===== src/rtl/manta_bus_pkg.sv =====
// Shared Manta bus definitions used by bridge_rx, bridge_tx, the cores and
// the read-response FIFO in front of bridge_tx.
package manta_bus_pkg;

    localparam int BUS_ADDR_W = 16;
    localparam int BUS_DATA_W = 16;

    // One bus transaction as it travels down the core chain.
    typedef struct packed {
        logic [BUS_ADDR_W-1:0] addr;
        logic [BUS_DATA_W-1:0] data;
        logic                  rw;
        logic                  valid;
    } bus_txn_t;

    // Stored entry width: data alone, or data plus the rw bit when writes
    // are passed through as well.
    function automatic int resp_entry_w(input int data_w, input bit keep_rw);
        return keep_rw ? data_w + 1 : data_w;
    endfunction

endpackage


===== src/rtl/bus_resp_fifo_mem.sv =====
// Register-array storage for bus_resp_fifo: one synchronous write port and
// one asynchronous read port. No reset; occupancy is tracked by the top.
module bus_resp_fifo_mem #(
    parameter int WIDTH = 16,
    parameter int DEPTH = 8,
    parameter int AW    = $clog2(DEPTH)
) (
    input  logic             clk,
    input  logic             we_i,
    input  logic [AW-1:0]    waddr_i,
    input  logic [WIDTH-1:0] wdata_i,
    input  logic [AW-1:0]    raddr_i,
    output logic [WIDTH-1:0] rdata_o
);

    logic [WIDTH-1:0] mem_q [DEPTH];

    // Write the entry at the write pointer on an accepted push.
    always_ff @(posedge clk) begin
        if (we_i) begin
            mem_q[waddr_i] <= wdata_i;
        end
    end

    assign rdata_o = mem_q[raddr_i];

endmodule


===== src/rtl/bus_resp_fifo.sv =====
// Read-response buffer between the last core on the Manta bus chain and
// bridge_tx. Captures read responses, holds up to DEPTH of them and hands
// them out over valid/ready. A sticky overflow flag records any drop.
// Optional feature: define BUS_RESP_FIFO_PASSTHRU_EN to enqueue writes too,
// carrying the rw bit with each entry and presenting it on rw_o.
//
// Handshake: valid_o is high whenever the head entry exists and does not
// depend on ready_i; a transfer happens on a rising edge where valid_o and
// ready_i are both high; data_o/rw_o hold steady while valid_o && !ready_i.
module bus_resp_fifo
    import manta_bus_pkg::*;
#(
    parameter int DATA_W = 16,
    parameter int DEPTH  = 8
) (
    input  logic                    clk,
    input  logic                    rst,
    input  logic [BUS_ADDR_W-1:0]   addr_i,
    input  logic [DATA_W-1:0]       data_i,
    input  logic                    rw_i,
    input  logic                    valid_i,
    output logic [DATA_W-1:0]       data_o,
    output logic                    rw_o,
    output logic                    valid_o,
    input  logic                    ready_i,
    output logic [$clog2(DEPTH):0]  count_o,
    output logic                    overflow_o
);

    localparam int AW = $clog2(DEPTH);
    localparam int CW = AW + 1;
`ifdef BUS_RESP_FIFO_PASSTHRU_EN
    localparam int ENTRY_W = resp_entry_w(DATA_W, 1'b1);
`else
    localparam int ENTRY_W = resp_entry_w(DATA_W, 1'b0);
`endif

    logic [AW-1:0]      wr_ptr_q, wr_ptr_d;
    logic [AW-1:0]      rd_ptr_q, rd_ptr_d;
    logic [CW-1:0]      count_q, count_d;
    logic               overflow_q, overflow_d;
    logic               push_req, push, pop, full, empty;
    logic [ENTRY_W-1:0] wdata, rdata;

    // The address is not stored; it only exists on the port for bus symmetry.
    logic unused_addr;
    assign unused_addr = ^addr_i;

`ifdef BUS_RESP_FIFO_PASSTHRU_EN
    assign push_req = valid_i;
    assign wdata    = {rw_i, data_i};
    assign rw_o     = valid_o & rdata[DATA_W];
`else
    assign push_req = valid_i & ~rw_i;
    assign wdata    = data_i;
    assign rw_o     = 1'b0;
`endif

    assign full  = (count_q == CW'(DEPTH));
    assign empty = (count_q == '0);
    assign pop   = ~empty & ready_i;
    // A push into a full FIFO still fits when the head leaves on the same edge.
    assign push  = push_req & (~full | pop);

    // Pointer, occupancy and sticky overflow next-state.
    always_comb begin
        wr_ptr_d   = wr_ptr_q;
        rd_ptr_d   = rd_ptr_q;
        count_d    = count_q;
        overflow_d = overflow_q | (push_req & full & ~pop);
        if (push) begin
            wr_ptr_d = wr_ptr_q + AW'(1);
        end
        if (pop) begin
            rd_ptr_d = rd_ptr_q + AW'(1);
        end
        case ({push, pop})
            2'b10:   count_d = count_q + CW'(1);
            2'b01:   count_d = count_q - CW'(1);
            default: count_d = count_q;
        endcase
    end

    // State registers; reset wins over push and pop and discards contents.
    always_ff @(posedge clk) begin
        if (rst) begin
            wr_ptr_q   <= '0;
            rd_ptr_q   <= '0;
            count_q    <= '0;
            overflow_q <= 1'b0;
        end else begin
            wr_ptr_q   <= wr_ptr_d;
            rd_ptr_q   <= rd_ptr_d;
            count_q    <= count_d;
            overflow_q <= overflow_d;
        end
    end

    bus_resp_fifo_mem #(
        .WIDTH (ENTRY_W),
        .DEPTH (DEPTH),
        .AW    (AW)
    ) u_mem (
        .clk     (clk),
        .we_i    (push),
        .waddr_i (wr_ptr_q),
        .wdata_i (wdata),
        .raddr_i (rd_ptr_q),
        .rdata_o (rdata)
    );

    assign valid_o    = ~empty;
    assign data_o     = valid_o ? rdata[DATA_W-1:0] : '0;
    assign count_o    = count_q;
    assign overflow_o = overflow_q;

endmodule


===== config.mk =====
export PLATFORM = sky130hd
export DESIGN_NAME = bus_resp_fifo
export DESIGN_NICKNAME = d
export VERILOG_FILES = /design/src/rtl/manta_bus_pkg.sv /design/src/rtl/bus_resp_fifo_mem.sv /design/src/rtl/bus_resp_fifo.sv
export SDC_FILE = /design/constraint.sdc
export NUM_CORES = 1
export LEC_CHECK = 0
export ABC_CLOCK_PERIOD_IN_PS = 3470
export CAP_MARGIN = 0
export CORE_ASPECT_RATIO = 1.25
export CORE_MARGIN = 1.5
export CORE_UTILIZATION = 56
export CTS_CLUSTER_DIAMETER = 200
export DETAILED_ROUTE_END_ITERATION = 7
export PLACE_DENSITY = 0.79
export SLEW_MARGIN = 20
export SYNTH_ARGS = -nofsm -noshare
export SYNTH_HDL_FRONTEND = slang
export SYNTH_SLANG_ARGS = --single-unit

===== constraint.sdc =====
create_clock -name clk -period 3.47 [get_ports clk]
set_clock_uncertainty 0.05 [all_clocks]
set_input_delay 0.694 -clock clk [delete_from_list [all_inputs] [get_ports clk]]
set_output_delay 0.694 -clock clk [all_outputs]
set_load 0.01 [all_outputs]

==> flow_summary.json <==
{
  "clkSinkCount": 142,
  "fp.dieH_um": 114,
  "fin_crit_ns": 3.05,
  "r2r_end": "count_o[2]$_SDFFE_PP0P_",
  "totalWireLength_um": 10400,
  "drt_iter0_markers": 236,
  "die_w_um": 92.2,
  "avgSynthCellArea_um2": 19.7,
  "postCtsHoldBufs": 0,
  "dr.pass1.iters": 4,
  "status": "completed",
  "clk_latency_ns": 0.40,
  "worst_ep_arrival_time_ns": 2.31,
  "crit_fanout": 32,
  "io_buffer_count": 42,
  "reg2reg_depth": 7,
  "fmax_mhz": 328,
  "min_from": "overflow_o$_SDFF_PP0_",
  "crit_path_top_delay_cell": "mux4_2",
  "postSynthCellCount": 283,
  "clockBufferDepth": 2,
  "htree_num_levels": 4,
  "crit_required_ns": 2.73,
  "slowest_delay_ns": 0.55,
  "syn_to_final_growth_pct": 21.6,
  "seq_area_mm2": 0.00413,
  "async_flop_share_pct": 0,
  "multi_input_area_mm2": 0.00137,
  "grt_antenna_before_repair": 0,
  "hold_path_end": "overflow_o$_SDFF_PP0_",
  "wire_per_inst_um": 21.7,
  "place_hpwl_um": 5560,
  "power_density_mw_per_mm2": 722,
  "core.rowCount": 40,
  "fill_cells": 586,
  "dr_total_vias": 2805,
  "layout.nets": 382,
  "synth_most_common_cell": "edfxtp_1",
  "start_util_pct": 57.6,
  "setup_viol_count_final": 0,
  "track_usage_pct": 21.8,
  "grt_pass1_wl_um": 16200,
  "path_cells": "buf_12 -> mux4_2 -> mux2i_1 -> nor2_1 -> clkdlybuf4s50_1",
  "maxSlewHeadroom_pct": 63.1,
  "clk_pin_slew_ns": 0.05,
  "postCtsSetupBuffers": 0,
  "critPathLaunchType": "flip-flop",
  "setup_slack_ns": 0.420,
  "place_congestion": 0.692,
  "syn_area_mm2": 0.00557,
  "ios": 60,
  "grt_overflow": 0,
  "fin_crit_sh_pct": 87.9,
  "vias_per_cell": 5.86,
  "synth-seq-cells": 142,
  "tns_ns": 0,
  "synth_top_area_share_pct": 69.1,
  "rr_startpoint": "count_o[1]$_SDFFE_PP0P_",
  "tightest_slew_ns": 0.548,
  "synth_area_leaders": "edfxtp_1, mux4_2, dfxtp_1",
  "antenna_left": 0,
  "end_kind": "output port",
  "drcViolationCount": 0,
  "synth_ff_type": "edfxtp_1",
  "grt_pass1_vias": 3050,
  "num_antenna_cells": 0,
  "core_area_mm2": 0.00966,
  "r2r_slack_ns": 0.97,
  "die-area_mm2": 0.0105,
  "cts_tree": "yes",
  "synthTopCellsByCount": "edfxtp_1, mux4_2, nor2_1",
  "synth_nets": 323,
  "hold_class": "reg2reg",
  "cts_made_buffers": 17,
  "root_buffer": "clkbuf_16",
  "grt_max_degree": 33,
  "drive_above_1_share_pct": 22.9,
  "p_leak_nw": 2.18,
  "synth_area_leader_cell": "edfxtp_1",
  "drv_slew": 0,
  "whs_path_depth": 2,
  "dpl_worst_slack_ns": 0.534,
  "hold_viol": 0,
  "drv_cap": 0,
  "holdWs_ns": 0.437,
  "worst-setup-path-type": "reg2out",
  "cts_resized": 0,
  "rsz0062_at_grt": "false",
  "peakVddDrop_mv": 0.496,
  "ys_types": 36,
  "synth-edff-count": 128,
  "ys_warn_count": 0,
  "yosysSeqAreaShare_pct": 74.1
}
[final cells by class]
class | count | share of cell area (%)
inverter | 1 | 0.0555
multi-input combinational | 125 | 20.3
clock buffer | 17 | 6.29
clock inverter | 13 | 2.22
sequential | 142 | 61.0
timing repair buffer | 55 | 7.84
tap | 126 | 2.33
[sequential cells by signal (all words and copies together), names as in the netlist, named ones only]
| signal | count |
|---|---|
| overflow_o | 1 |
| count_o | 4 |
| u_mem.mem_q | 128 |
| rd_ptr_q | 3 |
| wr_ptr_q | 3 |
[critical path: cells and delay by family, from the launching register on]
family	cells	cell delay, ns
AND/OR/NAND/NOR	1	0.06
flip-flops	1	0.34
buffers and inverters	2	0.74
multiplexers	2	0.74
[report_power, final]
| part | switching [W] | internal (W) |
|---|---|---|
| combinational | 0.000545 | 0.000631 |
| clock | 0.000631 | 0.00111 |
| sequential | 0.0000586 | 0.00191 |
| total | 0.00123 | 0.00365 |
[per-stage QoR]
step / util [%] / cells / power, W / area (um^2)
6_report: 70.0 / 479 / 0.00489 / 6770
5_1_grt: 70.0 / 479 / 0.00509 / 6770
4_1_cts: 70.0 / 479 / 0.00494 / 6770
2_1_floorplan: - / 283 / 0.00271 / 5570
3_3_place_gp: 64.1 / 449 / 0.00317 / 6190
3_5_place_dp: 64.1 / 449 / 0.00319 / 6190
[logic make-up (layout without fill, tap and decap cells)]
kind of cell             Yosys count  in the layout  share of synthesized area (%)
adder cells (fa/ha/maj)            3              3                          0.675
flip-flops                       142            142                           74.1
AO/OA/AOI/OAI                     12             12                           1.75
other                              1              1                         0.0674
buffers and inverters             16             86                           1.42
XOR/XNOR                           5              5                          0.787
multiplexers                      53             53                           16.7
AND/OR/NAND/NOR                   51             51                           4.45
[layer usage]
layer,GRT usage [%],vias to the layer above,wire length [um]
li1,-,1253,-
met1,25.4,1454,4050
met2,38.5,86,5730
met3,5.91,12,503
met4,8.41,0,102
met5,0,-,0
[how the worst max path moves through the flow]
stage	end	from
finish	data_o[15]	flip-flop
global route	data_o[15]	flip-flop
CTS	data_o[15]	flip-flop
detailed placement	count_o[2]$_SDFFE_PP0P_	ready_i
global placement	count_o[2]$_SDFFE_PP0P_	ready_i
floorplan	u_mem.mem_q[0][0]$_DFFE_PP_	valid_i
[layout by cell type, fill, tap and decap left out, types with 2 or more instances in the layout]
| master | instances |
|---|---|
| clkinvlp_4 | 5 |
| edfxtp_1 | 128 |
| nor2_1 | 32 |
| xnor2_1 | 2 |
| a21oi_1 | 3 |
| nand2b_1 | 3 |
| nor3_2 | 3 |
| ha_1 | 3 |
| dfxtp_1 | 13 |
| xor2_1 | 3 |
| clkinv_2 | 3 |
| nand2_1 | 3 |
| o21ai_1 | 2 |
| bufinv_16 | 3 |
| mux2i_1 | 20 |
| clkdlybuf4s50_1 | 42 |
| buf_4 | 12 |
| mux4_2 | 32 |
| o211ai_1 | 2 |
| clkinv_1 | 2 |
| nor2b_1 | 2 |
| clkbuf_16 | 17 |
No activity file was read; power rests on OpenSTA's default activity.
